--- src/rtl/sampled_change_monitor_if.sv ---
// Signal bundle between a sampled_change_monitor and whatever drives and observes it.
// The master drives the sampled values and per-channel modes; the slave returns the results.
interface sampled_change_monitor_if #(
  parameter int WIDTH    = 1,
  parameter int CHANNELS = 4,
  parameter int CNT_W    = 16,
  parameter int CH_W     = (CHANNELS > 1) ? $clog2(CHANNELS) : 1
);
  logic                      sample_en;
  logic                      clr;
  logic [CHANNELS*WIDTH-1:0] val;
  logic [2*CHANNELS-1:0]     mode;
  logic [CHANNELS-1:0]       changed;
  logic [CHANNELS-1:0]       stable;
  logic [CHANNELS-1:0]       rose;
  logic [CHANNELS-1:0]       fell;
  logic [CHANNELS*WIDTH-1:0] past_val;
  logic                      hist_valid;
  logic [CHANNELS-1:0]       fail;
  logic                      fail_sticky;
  logic [CNT_W-1:0]          fail_count;
  logic [CNT_W-1:0]          sample_count;
  logic [CNT_W-1:0]          first_fail_idx;
  logic [CH_W-1:0]           first_fail_chan;

  modport master (
    output sample_en, clr, val, mode,
    input  changed, stable, rose, fell, past_val, hist_valid, fail,
           fail_sticky, fail_count, sample_count, first_fail_idx, first_fail_chan
  );

  modport slave (
    input  sample_en, clr, val, mode,
    output changed, stable, rose, fell, past_val, hist_valid, fail,
           fail_sticky, fail_count, sample_count, first_fail_idx, first_fail_chan
  );
endinterface

--- src/rtl/sampled_change_monitor.sv ---
// Multi-channel sampled-value monitor: registered $changed/$stable/$rose/$fell/$past results,
// per-channel expectation checks, saturating counters and first-failure capture.
module sampled_change_monitor #(
  parameter int WIDTH    = 1,
  parameter int CHANNELS = 4,
  parameter int DEPTH    = 2,
  parameter int CNT_W    = 16
) (
  input  logic                      clk,
  input  logic                      rst_n,
  sampled_change_monitor_if.slave   bus
);
  localparam int CH_W = (CHANNELS > 1) ? $clog2(CHANNELS) : 1;

  function automatic logic [CNT_W-1:0] sat_inc(input logic [CNT_W-1:0] x);
    return (x == {CNT_W{1'b1}}) ? x : x + 1'b1;
  endfunction

  logic [CHANNELS*WIDTH-1:0] prev_p0;
  logic [CHANNELS*WIDTH-1:0] hist_p0 [DEPTH];
  logic [DEPTH-1:0]          hvld_p0;
  logic                      have_prev_p0;
  logic [CHANNELS-1:0]       chg_d, stb_d, rose_d, fell_d, fail_d;
  logic [CH_W-1:0]           low_d;

  always_comb begin
    chg_d  = '0;
    stb_d  = '0;
    rose_d = '0;
    fell_d = '0;
    fail_d = '0;
    low_d  = '0;
    // Sample 0 has no prior value, so every result and check stays 0.
    if (have_prev_p0) begin
      for (int c = 0; c < CHANNELS; c++) begin
        chg_d[c]  = (bus.val[c*WIDTH +: WIDTH] != prev_p0[c*WIDTH +: WIDTH]);
        stb_d[c]  = (bus.val[c*WIDTH +: WIDTH] == prev_p0[c*WIDTH +: WIDTH]);
        rose_d[c] = !prev_p0[c*WIDTH] && bus.val[c*WIDTH];
        fell_d[c] = prev_p0[c*WIDTH] && !bus.val[c*WIDTH];
        case (bus.mode[2*c +: 2])
          2'b01:   fail_d[c] = !chg_d[c];
          2'b10:   fail_d[c] = !stb_d[c];
          2'b11:   fail_d[c] = !rose_d[c];
          default: fail_d[c] = 1'b0;
        endcase
      end
    end
    for (int c = CHANNELS - 1; c >= 0; c--) begin
      if (fail_d[c]) low_d = CH_W'(c);
    end
  end

  // Stage p0 -> outputs: history, counters and registered results.
  always_ff @(posedge clk) begin
    if (!rst_n) begin
      prev_p0              <= '0;
      for (int i = 0; i < DEPTH; i++) hist_p0[i] <= '0;
      hvld_p0              <= '0;
      have_prev_p0         <= 1'b0;
      bus.changed          <= '0;
      bus.stable           <= '0;
      bus.rose             <= '0;
      bus.fell             <= '0;
      bus.fail             <= '0;
      bus.fail_sticky      <= 1'b0;
      bus.fail_count       <= '0;
      bus.sample_count     <= '0;
      bus.first_fail_idx   <= '0;
      bus.first_fail_chan  <= '0;
    end else begin
      bus.changed <= bus.sample_en ? chg_d  : '0;
      bus.stable  <= bus.sample_en ? stb_d  : '0;
      bus.rose    <= bus.sample_en ? rose_d : '0;
      bus.fell    <= bus.sample_en ? fell_d : '0;
      bus.fail    <= bus.sample_en ? fail_d : '0;
      if (bus.sample_en) begin
        prev_p0          <= bus.val;
        hist_p0[0]       <= bus.val;
        hvld_p0[0]       <= 1'b1;
        for (int i = 1; i < DEPTH; i++) begin
          hist_p0[i] <= hist_p0[i-1];
          hvld_p0[i] <= hvld_p0[i-1];
        end
        have_prev_p0     <= 1'b1;
        bus.sample_count <= sat_inc(bus.sample_count);
      end
      // clr beats a simultaneous violation; the fail pulse above is still emitted.
      if (bus.clr) begin
        bus.fail_sticky     <= 1'b0;
        bus.fail_count      <= '0;
        bus.first_fail_idx  <= '0;
        bus.first_fail_chan <= '0;
      end else if (bus.sample_en && (|fail_d)) begin
        bus.fail_count <= sat_inc(bus.fail_count);
        if (!bus.fail_sticky) begin
          bus.fail_sticky     <= 1'b1;
          bus.first_fail_idx  <= bus.sample_count;
          bus.first_fail_chan <= low_d;
        end
      end
    end
  end

  assign bus.past_val   = hist_p0[DEPTH-1];
  assign bus.hist_valid = hvld_p0[DEPTH-1];
endmodule

--- src/flat_wrapper.sv ---
// flat-port wrapper written by rule: the top's interface ports become plain ports
module sampled_change_monitor_flat 
#(
  parameter int WIDTH    = 1,
  parameter int CHANNELS = 4,
  parameter int DEPTH    = 2,
  parameter int CNT_W    = 16
)
  (clk, rst_n, bus_sample_en, bus_clr, bus_val, bus_mode, bus_changed, bus_stable, bus_rose, bus_fell, bus_past_val, bus_hist_valid, bus_fail, bus_fail_sticky, bus_fail_count, bus_sample_count, bus_first_fail_idx, bus_first_fail_chan);
  sampled_change_monitor_if #(.WIDTH(WIDTH), .CHANNELS(CHANNELS), .CNT_W(CNT_W)) bus_i ();
  input  logic clk;
  input  logic rst_n;
  input wire logic [$bits(bus_i.sample_en)-1:0] bus_sample_en;
  input wire logic [$bits(bus_i.clr)-1:0] bus_clr;
  input wire logic [$bits(bus_i.val)-1:0] bus_val;
  input wire logic [$bits(bus_i.mode)-1:0] bus_mode;
  output wire logic [$bits(bus_i.changed)-1:0] bus_changed;
  output wire logic [$bits(bus_i.stable)-1:0] bus_stable;
  output wire logic [$bits(bus_i.rose)-1:0] bus_rose;
  output wire logic [$bits(bus_i.fell)-1:0] bus_fell;
  output wire logic [$bits(bus_i.past_val)-1:0] bus_past_val;
  output wire logic [$bits(bus_i.hist_valid)-1:0] bus_hist_valid;
  output wire logic [$bits(bus_i.fail)-1:0] bus_fail;
  output wire logic [$bits(bus_i.fail_sticky)-1:0] bus_fail_sticky;
  output wire logic [$bits(bus_i.fail_count)-1:0] bus_fail_count;
  output wire logic [$bits(bus_i.sample_count)-1:0] bus_sample_count;
  output wire logic [$bits(bus_i.first_fail_idx)-1:0] bus_first_fail_idx;
  output wire logic [$bits(bus_i.first_fail_chan)-1:0] bus_first_fail_chan;
  assign bus_i.sample_en = bus_sample_en;
  assign bus_i.clr = bus_clr;
  assign bus_i.val = bus_val;
  assign bus_i.mode = bus_mode;
  assign bus_changed = bus_i.changed;
  assign bus_stable = bus_i.stable;
  assign bus_rose = bus_i.rose;
  assign bus_fell = bus_i.fell;
  assign bus_past_val = bus_i.past_val;
  assign bus_hist_valid = bus_i.hist_valid;
  assign bus_fail = bus_i.fail;
  assign bus_fail_sticky = bus_i.fail_sticky;
  assign bus_fail_count = bus_i.fail_count;
  assign bus_sample_count = bus_i.sample_count;
  assign bus_first_fail_idx = bus_i.first_fail_idx;
  assign bus_first_fail_chan = bus_i.first_fail_chan;
  sampled_change_monitor #(.WIDTH(WIDTH), .CHANNELS(CHANNELS), .DEPTH(DEPTH), .CNT_W(CNT_W)) u_core (.clk(clk), .rst_n(rst_n), .bus(bus_i));
endmodule
--- config.mk ---
export PLATFORM = sky130hd
export DESIGN_NAME = sampled_change_monitor_flat
export DESIGN_NICKNAME = d
export VERILOG_FILES = /design/src/rtl/sampled_change_monitor_if.sv /design/src/rtl/sampled_change_monitor.sv /design/src/flat_wrapper.sv
export SDC_FILE = /design/constraint.sdc
export NUM_CORES = 1
export LEC_CHECK = 0
export BUFFER_PORTS_ARGS = -buffer_cell sky130_fd_sc_hd__buf_2
export CAP_MARGIN = 20
export CORE_MARGIN = 3
export CORE_UTILIZATION = 30
export CTS_BUF_LIST = sky130_fd_sc_hd__clkbuf_4 sky130_fd_sc_hd__clkbuf_8
export DETAILED_ROUTE_END_ITERATION = 10
export PLACE_DENSITY = 0.58
export RECOVER_POWER = 50
export SLEW_MARGIN = 15
export SYNTH_ARGS = -nofsm -noshare
export SYNTH_HDL_FRONTEND = slang
export SYNTH_SLANG_ARGS = --single-unit
--- constraint.sdc ---
create_clock -name clk -period 4.65 [get_ports clk]
set_clock_uncertainty 0.2 [all_clocks]
set_input_delay 0.93 -clock clk [delete_from_list [all_inputs] [get_ports clk]]
set_output_delay 0.93 -clock clk [all_outputs]
set_load 0.02 [all_outputs]
==> results of run 1 <==
## layout make-up
cell class | count | area share
sequential | 85 | 0.417
multi-input combinational | 267 | 0.382
timing repair buffer | 94 | 0.0942
tap | 143 | 0.0418
clock buffer | 12 | 0.0342
clock inverter | 4 | 0.0173
inverter | 16 | 0.0140
## layout by cell type (no fill, tap or decap), types with 6 or more instances in the layout
master and n:
a21oi_1 14, and2_1 10, and3_1 6, buf_2 31, clkbuf_1 60, clkbuf_8 9
dfxtp_1 77, edfxtp_1 8, ha_1 10, inv_1 15, mux2i_1 7, nand2_1 34
nand3_1 29, nand4_1 10, nor2_1 41, nor3_1 6, o21ai_0 24, or4_1 6
xor2_1 9
## kinds of logic after synthesis
logic type,Yosys count
muxes,9
and+or+nand+nor,162
xor gates and xnor gates,11
adders and majority gates,10
AOI/OAI and AO/OA,75
buffers and inverters,37
DFF,85
## worst max-delay path, stage by stage
cell and delay, ns:
clkbuf_1 0.36, clkinv_1 0.61, nor2_2 0.55, buf_4 0.42, nand2_1 0.09, o21ai_0 0.15
## routing by layer
| metal | vias up | track usage |
|---|---|---|
| met3 | 10 | 0.0433 |
| li1 | 1552 | - |
| met2 | 86 | 0.205 |
| met5 | - | 0 |
| met4 | 0 | 0.0532 |
| met1 | 1439 | 0.184 |
## worst min path at each step
stage | end | depth (start not counted)
3_3_place_gp | u_core.bus.first_fail_idx[5] | 2
6_report | u_core.hvld_p0[1] | 2
2_1_floorplan | u_core.prev_p0[0] | 2
3_5_place_dp | u_core.bus.first_fail_idx[15] | 2
5_1_grt | u_core.bus.first_fail_idx[8] | 2
4_1_cts | u_core.bus.first_fail_idx[5] | 2
## sequential cells by signal, indices dropped and copies added, names as in the netlist
register,flops
u_core.bus.stable,4
u_core.hist_p0,8
u_core.bus.fail_count,16
u_core.bus.first_fail_chan,2
u_core.bus.rose,4
u_core.bus.sample_count,16
u_core.bus.fail,4
u_core.hvld_p0,2
u_core.bus.fell,4
u_core.bus.changed,4
u_core.bus.fail_sticky,1
u_core.bus.first_fail_idx,16
u_core.prev_p0,4
## through the flow
stage / utilization / setup slack (ns) / hold WS, ns / power, W / cells
2_1_floorplan: - / 1.66 / 0.278 / 0.000867 / 389
3_3_place_gp: 0.357 / 1.46 / 0.243 / 0.000900 / 605
3_5_place_dp: 0.357 / 1.40 / 0.251 / 0.000903 / 605
4_1_cts: 0.376 / 1.78 / 0.262 / 0.00149 / 621
5_1_grt: 0.370 / 1.36 / 0.277 / 0.00153 / 621
6_report: 0.370 / 1.60 / 0.263 / 0.00146 / 621
## where the power goes
| part | internal (W) | switching, W | leakage (nW) |
|---|---|---|---|
| logic | 0.0000364 | 0.0000821 | 0.835 |
| registers | 0.000754 | 0.00000982 | 0.710 |
| clock network | 0.000321 | 0.000260 | 0.115 |
## Yosys cell counts (3+ instances only)
master and n:
dfxtp_1 77, clkbuf_8 3, o21ai_0 24, nor2_1 42, edfxtp_1 8, ha_1 10, a31oi_1 4, xor2_1 9
nor3_1 6, nand2b_1 3, buf_4 4, inv_1 15, and3_1 6, a41o_1 4, o211ai_1 4, a21oi_1 14
or2_2 3, mux2i_1 7, o31ai_1 4, and2_1 10, nand3_1 29, o41ai_1 3, nand4_1 10, and2_2 3
or4_1 6, clkbuf_1 13, nand2_1 34, o22ai_1 4
==> results by group, run 1 <==
Pwr
  – Leakage power: about 1.7 nW
  – Worst VDD drop: 0.110 mV
  – Cell Pwr Density: between 300 and 400 nW/um^2

Synthesis
  – Compound-gate portion of the synthesized area: 0.142
  – XOR/XNOR share of the synthesized area: 0.0268
  – Synth Cell Area: roughly 3600 um^2
  – Syn Area/Cell: roughly 9.3 um^2
  – Synth Area in Adders: 0.0348
  – #FFs+latches synth: 85
  – Largest family of logic cells by synthesized area: simple AND/OR/NAND/NOR gates
  – Post-synthesis sequential area ratio: 0.495
  – Post-synth EDFFs: 8
  – Simple-Gate Fraction of Synth Area: 0.225
  – Post-synth net total: a little over 400
  – Ranking of synthesized cells by area: dfxtp_1 43%, edfxtp_1 6.7%, nor2_1 4.4%
  – Post-synth top area cell: dfxtp_1
  – Top cell type's share of synthesized area: 0.428
  – Cell variety after synth: 52
  – Ys async rst share: 0
  – Multiplexer area fraction after synthesis: 0.0257
  – Synthesized instance count: between 300 and 400
  – Synth Warn #: 0
  – Main flop type after synthesis: dfxtp_1

Critical path
  – Reg-to-Reg End: u_core.bus.fail_count[11]
  – Reg2Reg Depth: 6
  – Critical Path Start Type: primary input
  – Critical Path Sink: u_core.bus.first_fail_idx[0]
  – FF-to-FF setup slack: approximately 2.2 ns
  – Req. time, crit path: 4.72 ns
  – Critical path class: primary input to flip-flop
  – WP data arrival: about 3.1 ns
  – Source of the critical timing path: rst_n
  – Crit. End Element: flip-flop
  – Reg-to-reg startpoint: u_core.prev_p0[3]
  – CP Max Fanout: 34

Place
  – Port bufs: 91
  – HPWL after DPL: about 6500 um
  – Gpl congestion: 0.770
  – Placed cell area: 4130 um^2

Floorplan
  – Core Area: 11600 um^2
  – Die Y: between 100 and 150 um
  – IO Count: 92
  – Rows: 39
  – DIE WIDTH: about 120 um
  – Die Area: 13300 um^2
  – Initial Util: 0.311

Cells and area
  – Footprint of the multi-input gates: around 1600 um^2
  – Area growth, synth to finish: 18.8%
  – Sequential cell area: around 1800 um^2
  – Fill cells: about 1200
  – Layout cell share with drive strength beyond 1: 0.136
  – Post-route cell area: roughly 4300 um^2
  – Diode count: 0
  – Total Nets Final: 499

Routing
  – Vias/cell: 4.97
  – Top Layer Used: met4
  – Via Count: 3087
  – Metal-1 WL: 4500 um
  – Metal2 WL: roughly 3900 um
  – Drt total wl: between 9000 and 10000 um
  – DR iter-0 viols: around 130
  – Post-detailed-route count of antenna-violating nets: 0
  – Metal3 WL: 590 um
  – DRT Pass-1 Iters: 4
  – DRC Markers: 0
  – Avg WL per Cell: about 15 um

Global route
  – Initial antenna violation count: 0
  – Vias in the first global route: roughly 2900
  – GR Util All Layers: 0.137
  – Largest net degree at the start of global routing: 36
  – First-pass GRT wire length: about 14000 um
  – Global route overflow: 0

Clocking
  – Post-CTS setup buffer count: 0
  – Post-CTS Resized: 0
  – Total CTS buffers: 9
  – Clk slew on worst S/H paths: around 0.090 ns
  – Root buffer selected by CTS: clkbuf_8
  – Clk_lat worst skew: around 0.35 ns
  – Buffer depth of the longest clock path: 2
  – # H-tree levels: 3
  – CTS tree: yes
  – Hold buffers post-CTS: 0
  – Clock sink total: 85

Timing
  – Slew HR: 0.472
  – Sum Neg Setup Slack: 0 ns
  – Post-route clock period utilization: 0.657
  – Final setup fails: 0
  – Max Transition Viols Final: 0
  – Slew @ Worst Pin: roughly 0.79 ns
  – Fmax: roughly 330 MHz
  – RSZ-0062 raised after global routing: false
  – Fin crit period: 3.05 ns
  – Final Hold Viols: 0

Hold path
  – Hold Path Class: flip-flop to flip-flop
  – Hold path startpoint: u_core.hvld_p0[1]

Outcome
  – Status: completed

Flow run
  – Maxcap violations: 0
Note: power is estimated with default switching activity, not from simulation.
==> inputs of run 2 (changes only) <==
- clock period: 4.65 -> 3.1 ns (I/O delays scaled with it)
==> results by group, run 2 (same netlist as run 1, synthesis figures left out) <==
Timing
  – Fmax: roughly 380 MHz
  – Sum Neg Setup Slack: 0 ns (unchanged)
  – Post-route clock period utilization: 0.849
  – Final Hold Viols: 0 (unchanged)
  – Slew @ Worst Pin: 0.789 ns (-0.00328 ns)
  – Max Transition Viols Final: 0 (unchanged)
  – Final setup fails: 0 (unchanged)
  – Slew HR: 0.474 (+0.00219)
  – Fin crit period: 2.63 ns
  – RSZ-0062 raised after global routing: false

Critical path
  – Slowest stage cell, crit path: or4_1
  – WP data arrival: 2.71 ns (-0.42 ns)
  – Req. time, crit path: 3.18 ns (-1.54 ns)
  – Worst path bufs/invs: 2 (-1)
  – CP peak stage delay: 0.52 ns (-0.09 ns)
  – Crit. End Element: flip-flop
  – Critical path class: primary input to flip-flop
  – Worst-path cell chain: buf_1 > inv_1 > ha_1 > mux2i_1 > a311o_1 > a41o_4 > or4_1 > a21oi_1
  – CP Max Fanout: 17 (-50%)
  – Critical Path Start Type: primary input
  – CP top delay family: compound AO/OA/AOI/OAI gates

Pwr
  – Worst VDD drop: 0.192 mV (+75%)
  – Cell Pwr Density: 494 nW/um^2 (+44%)
  – Leakage power: 1.65 nW (-0.59%)

Floorplan
  – Core Area: 11600 um^2 (unchanged)
  – DIE WIDTH: 116 um (unchanged)
  – Initial Util: 0.311 (unchanged)
  – Die Y: 116 um (unchanged)
  – Die Area: 13300 um^2 (unchanged)
  – Rows: 39 (unchanged)
  – IO Count: 92 (unchanged)

Clocking
  – Root buffer selected by CTS: clkbuf_8
  – Post-CTS setup buffer count: 0 (unchanged)
  – Total CTS buffers: 9 (unchanged)
  – Clock sink total: 85 (unchanged)
  – Post-CTS Resized: 0 (unchanged)
  – Hold buffers post-CTS: 0 (unchanged)
  – Buffer depth of the longest clock path: 2 (unchanged)
  – Clk_lat worst skew: 0.35 ns (about the same)
  – CTS tree: yes
  – Clk slew on worst S/H paths: 0.08 ns (about the same)
  – # H-tree levels: 3 (unchanged)

Cells and area
  – Most common cell after layout, fill and taps aside: dfxtp_1
  – Diode count: 0 (unchanged)
  – Layout cell share with drive strength beyond 1: 0.138 (+0.00152)
  – Area growth, synth to finish: 19.3%
  – Fill cells: 1203 (+2.0%)
  – Most frequent cells in the layout: 77 x dfxtp_1, 61 x clkbuf_1, 41 x nor2_1, 34 x nand2_1, 30 x buf_2
  – Post-route cell area: 4290 um^2 (+0.41%)
  – Total Nets Final: 502 (+0.60%)
  – Largest regs: u_core.bus.fail_count (16), u_core.bus.first_fail_idx (16), u_core.bus.sample_count (16)

Routing
  – Avg WL per Cell: 14.7 um (about the same)
  – DRT Pass-1 Iters: 4 (unchanged)
  – Post-detailed-route count of antenna-violating nets: 0 (unchanged)
  – DRC Markers: 0 (unchanged)
  – Vias/cell: 4.94 (-0.58%)
  – DR iter-0 viols: 179 (+35%)
  – Via Count: 3079 (-0.26%)
  – Drt total wl: 9180 um (+0.26%)

Global route
  – Vias in the first global route: 2919 (+2.4%)
  – First-pass GRT wire length: 14900 um (+4.2%)
  – Initial antenna violation count: 0 (unchanged)
  – GR Util All Layers: 0.140 (+0.00295)
  – Largest net degree at the start of global routing: 43 (+19%)
  – Global route overflow: 0 (unchanged)

Place
  – Port bufs: 91 (unchanged)
  – Placed cell area: 4180 um^2 (+1.2%)
  – HPWL after DPL: 6590 um (+1.5%)
  – Gpl congestion: 0.782 (+1.6%)

Hold path
  – Hold Path Class: flip-flop to flip-flop

Flow run
  – Maxcap violations: 0 (unchanged)

Outcome
  – Status: completed
-- run 2: cell count changes in the layout (fill, tap and decap cells not counted), sizes merged --
cell,previous run,this run
inv,15,17
clkbuf,72,70
buf,34,36
clkinv,3,2
clkinvlp,0,2
bufinv,2,1
-- run 2: area by class of cell --
| type | count | area, um^2 | area share |
|---|---|---|---|
| inverters | 16 | 60.1 | 0.0140 |
| well taps | 143 | 179 | 0.0417 |
| repair buffers | 97 | 445 | 0.104 |
| multi-input cells | 267 | 1630 | 0.380 |
| clock buffers | 9 | 124 | 0.0288 |
| flip-flops and latches | 85 | 1780 | 0.415 |
| clock inverters | 6 | 71.3 | 0.0166 |
-- run 2: power by group --
group | leakage, nW | internal (W) | switching, W
logic | 0.847 | 0.0000624 | 0.000123
clock network | 0.0923 | 0.000375 | 0.000415
registers | 0.710 | 0.00113 | 0.0000149
-- run 2: path summary, 6_finish.rpt --
check	startpoint	end	cells after the start	slack, ns
worst min-delay path	u_core.hvld_p0[1]	u_core.hvld_p0[1]	2	0.26
worst min register to register	u_core.hvld_p0[1]	u_core.hvld_p0[1]	2	0.26
worst max register to register	u_core.prev_p0[3]	u_core.bus.fail_count[11]	6	0.62
worst max-delay path	bus_val[3]	u_core.bus.fail_count[11]	8	0.47
-- run 2: worst reg2reg max path: stages, from the launching register on --
cell and delay [ns]:
dfxtp_1 0.32, ha_1 0.31, mux2i_1 0.13, a311o_1 0.41, a41o_4 0.36, or4_1 0.52, a21oi_1 0.15
-- run 2: through the flow --
stage	setup WS (ns)	hold WS, ns	power [W]	utilization	cells
3_3_place_gp	0.238	0.242	0.00136	0.361	608
2_1_floorplan	0.424	0.278	0.00130	-	389
3_5_place_dp	0.157	0.250	0.00136	0.361	608
4_1_cts	0.528	0.262	0.00216	0.378	623
6_report	0.468	0.259	0.00212	0.371	623
5_1_grt	0.405	0.277	0.00222	0.371	623
-- run 2: per-layer routing --
layer / vias to the layer above / GRT usage / wire [um]
met3: 13 / 0.0355 / 503
met1: 1433 / 0.190 / 4440
met5: - / 0 / 0
li1: 1555 / - / -
met2: 78 / 0.218 / 4100
met4: 0 / 0.0454 / 140
==> inputs of run 3 (changes only) <==
- clock period: 3.1 -> 2.7 ns (I/O delays scaled with it)
==> results by group, run 3 (same netlist as run 1, synthesis figures left out) <==
Outcome
  – Status: completed

Clocking
  – Total CTS buffers: 9 (unchanged)
  – Post-CTS Resized: 0 (unchanged)
  – Clk_lat worst skew: 0.35 ns (about the same)
  – Clock sink total: 85 (unchanged)
  – Hold buffers post-CTS: 0 (unchanged)
  – Clk slew on worst S/H paths: 0.08 ns (about the same)
  – Buffer depth of the longest clock path: 2 (unchanged)
  – # H-tree levels: 3 (unchanged)
  – Post-CTS setup buffer count: 0 (unchanged)
  – CTS tree: yes
  – Root buffer selected by CTS: clkbuf_8

Global route
  – Largest net degree at the start of global routing: 36 (-16%)
  – GR Util All Layers: 0.139 (-0.000844)
  – First-pass GRT wire length: 14700 um (-1.6%)
  – Initial antenna violation count: 0 (unchanged)
  – Vias in the first global route: 2987 (+2.3%)
  – Global route overflow: 0 (unchanged)

Timing
  – Post-route clock period utilization: 0.909
  – Worst setup margin: 0.245 ns (-0.223 ns)
  – Fin crit period: about 2.5 ns
  – Max Transition Viols Final: 0 (unchanged)
  – Slew HR: 0.649 (+0.175)
  – RSZ-0062 raised after global routing: false
  – Final setup fails: 0 (unchanged)
  – Slew @ Worst Pin: 0.525 ns (-0.264 ns)
  – Sum Neg Setup Slack: 0 ns (unchanged)
  – Fmax: between 400 and 500 MHz
  – Final Hold Viols: 0 (unchanged)

Pwr
  – Cell Pwr Density: 590 nW/um^2 (+19%)
  – Worst VDD drop: 0.305 mV (+59%)
  – Leakage power: 1.83 nW (+11%)
  – Tot Pwr: 0.00266 W (+25%)

Place
  – Setup WS pre-CTS: -0.113 ns (-0.270 ns)
  – Inst Count DP: 628 (+3.3%)
  – Gpl congestion: 0.771 (-1.4%)
  – Port bufs: 91 (unchanged)
  – Placed cell area: 4320 um^2 (+3.3%)
  – HPWL after DPL: 6750 um (+2.3%)

Floorplan
  – Die Y: 116 um (unchanged)
  – DIE WIDTH: 116 um (unchanged)
  – Die Area: 13300 um^2 (unchanged)
  – IO Count: 92 (unchanged)
  – Core Area: 11600 um^2 (unchanged)
  – Rows: 39 (unchanged)
  – Initial Util: 0.311 (unchanged)

Critical path
  – CP top delay family: compound AO/OA/AOI/OAI gates
  – CP peak stage delay: 0.52 ns (about the same)
  – Slowest stage cell, crit path: or4_1
  – Crit. End Element: flip-flop
  – CP Max Fanout: 16 (-1)
  – Worst-path cell chain: buf_2 > inv_1 > ha_1 > mux2i_1 > a311o_1 > a41o_4 > or4_1 > a21oi_1
  – Critical Path Start Type: primary input
  – Worst path bufs/invs: 2 (unchanged)
  – WP data arrival: 2.53 ns (-0.18 ns)
  – Critical path class: primary input to flip-flop
  – FF-to-FF setup slack: 0.28 ns (-0.34 ns)
  – Req. time, crit path: 2.77 ns (-0.41 ns)

Routing
  – DRT Pass-1 Iters: 4 (unchanged)
  – DR iter-0 viols: 164 (-8.4%)
  – DRC Markers: 0 (unchanged)
  – Vias/cell: 4.94 (about the same)
  – Post-detailed-route count of antenna-violating nets: 0 (unchanged)
  – Via Count: 3180 (+3.3%)
  – Drt total wl: 9110 um (-0.74%)
  – Avg WL per Cell: 14.1 um (-4.0%)

Cells and area
  – Total Nets Final: 522 (+4.0%)
  – Most frequent cells in the layout: 77 x dfxtp_1, 48 x clkbuf_1, 44 x buf_2, 41 x nor2_1, 34 x nand2_1
  – Footprint of the multi-input gates: 1630 um^2 (about the same)
  – Sequential cell area: 1780 um^2 (unchanged)
  – Post-route cell area: 4510 um^2 (+5.0%)
  – Most common cell after layout, fill and taps aside: dfxtp_1
  – Fill cells: 1195 (-0.67%)
  – Area growth, synth to finish: 25.2%
  – Non-Filler Instances: 644 (+3.4%)
  – Diode count: 0 (unchanged)
  – Largest regs: u_core.bus.fail_count (16), u_core.bus.first_fail_idx (16), u_core.bus.sample_count (16)
  – Layout cell share with drive strength beyond 1: 0.204 (+0.0661)

Hold path
  – Hold Path Class: flip-flop to flip-flop

Flow run
  – Maxcap violations: 0 (unchanged)
==> run 3: cell types whose count changed in the layout (fill, tap and decap cells not counted), sizes merged <==
| cell | previous run | this run |
|---|---|---|
| clkinvlp | 2 | 1 |
| bufinv | 1 | 3 |
| inv | 17 | 16 |
| buf | 36 | 69 |
| clkbuf | 70 | 59 |
| clkinv | 2 | 1 |
==> run 3: area by class of cell <==
| type | count | area share |
|---|---|---|
| well taps | 143 | 0.0397 |
| flip-flops and latches | 85 | 0.395 |
| multi-input cells | 267 | 0.363 |
| repair buffers | 117 | 0.133 |
| clock inverters | 5 | 0.0236 |
| inverters | 16 | 0.0133 |
| clock buffers | 11 | 0.0322 |
==> run 3: through the flow <==
stage / hold WS, ns / util
2_1_floorplan: 0.278 / -
4_1_cts: 0.263 / 0.395
6_report: 0.260 / 0.390
5_1_grt: 0.283 / 0.390
3_3_place_gp: 0.243 / 0.373
3_5_place_dp: 0.252 / 0.373
==> run 3: final timing paths <==
check / from / depth (start not counted) / endpoint
worst min register to register: u_core.bus.first_fail_idx[2] / 2 / u_core.bus.first_fail_idx[2]
worst min-delay path: u_core.bus.first_fail_idx[2] / 2 / u_core.bus.first_fail_idx[2]
worst max-delay path: bus_val[3] / 8 / u_core.bus.fail_count[9]
worst max register to register: u_core.prev_p0[3] / 6 / u_core.bus.fail_count[9]
==> run 3: routing by layer <==
metal / wire (um) / part of all wire / global-route usage
met5: 0 / 0 / 0
met4: 86 / 0.0094 / 0.0430
met3: 537 / 0.059 / 0.0319
met2: 4070 / 0.45 / 0.219
met1: 4420 / 0.48 / 0.189
==> run 3: worst register-to-register path: cells and delay by family (launching register included) <==
kind | cells | cell delay [ns]
adder cells (fa/ha/maj) | 1 | 0.30
flip-flops | 1 | 0.32
AND/OR/NAND/NOR | 1 | 0.52
AO/OA/AOI/OAI | 3 | 0.88
multiplexers | 1 | 0.12
==> run 3: report_power, final <==
group	leakage (nW)	total, W	switching, W	internal [W]
Combinational	0.994	0.000234	0.000145	0.0000894
Clock	0.124	0.00111	0.000454	0.000654
Sequential	0.710	0.00132	0.0000164	0.00130
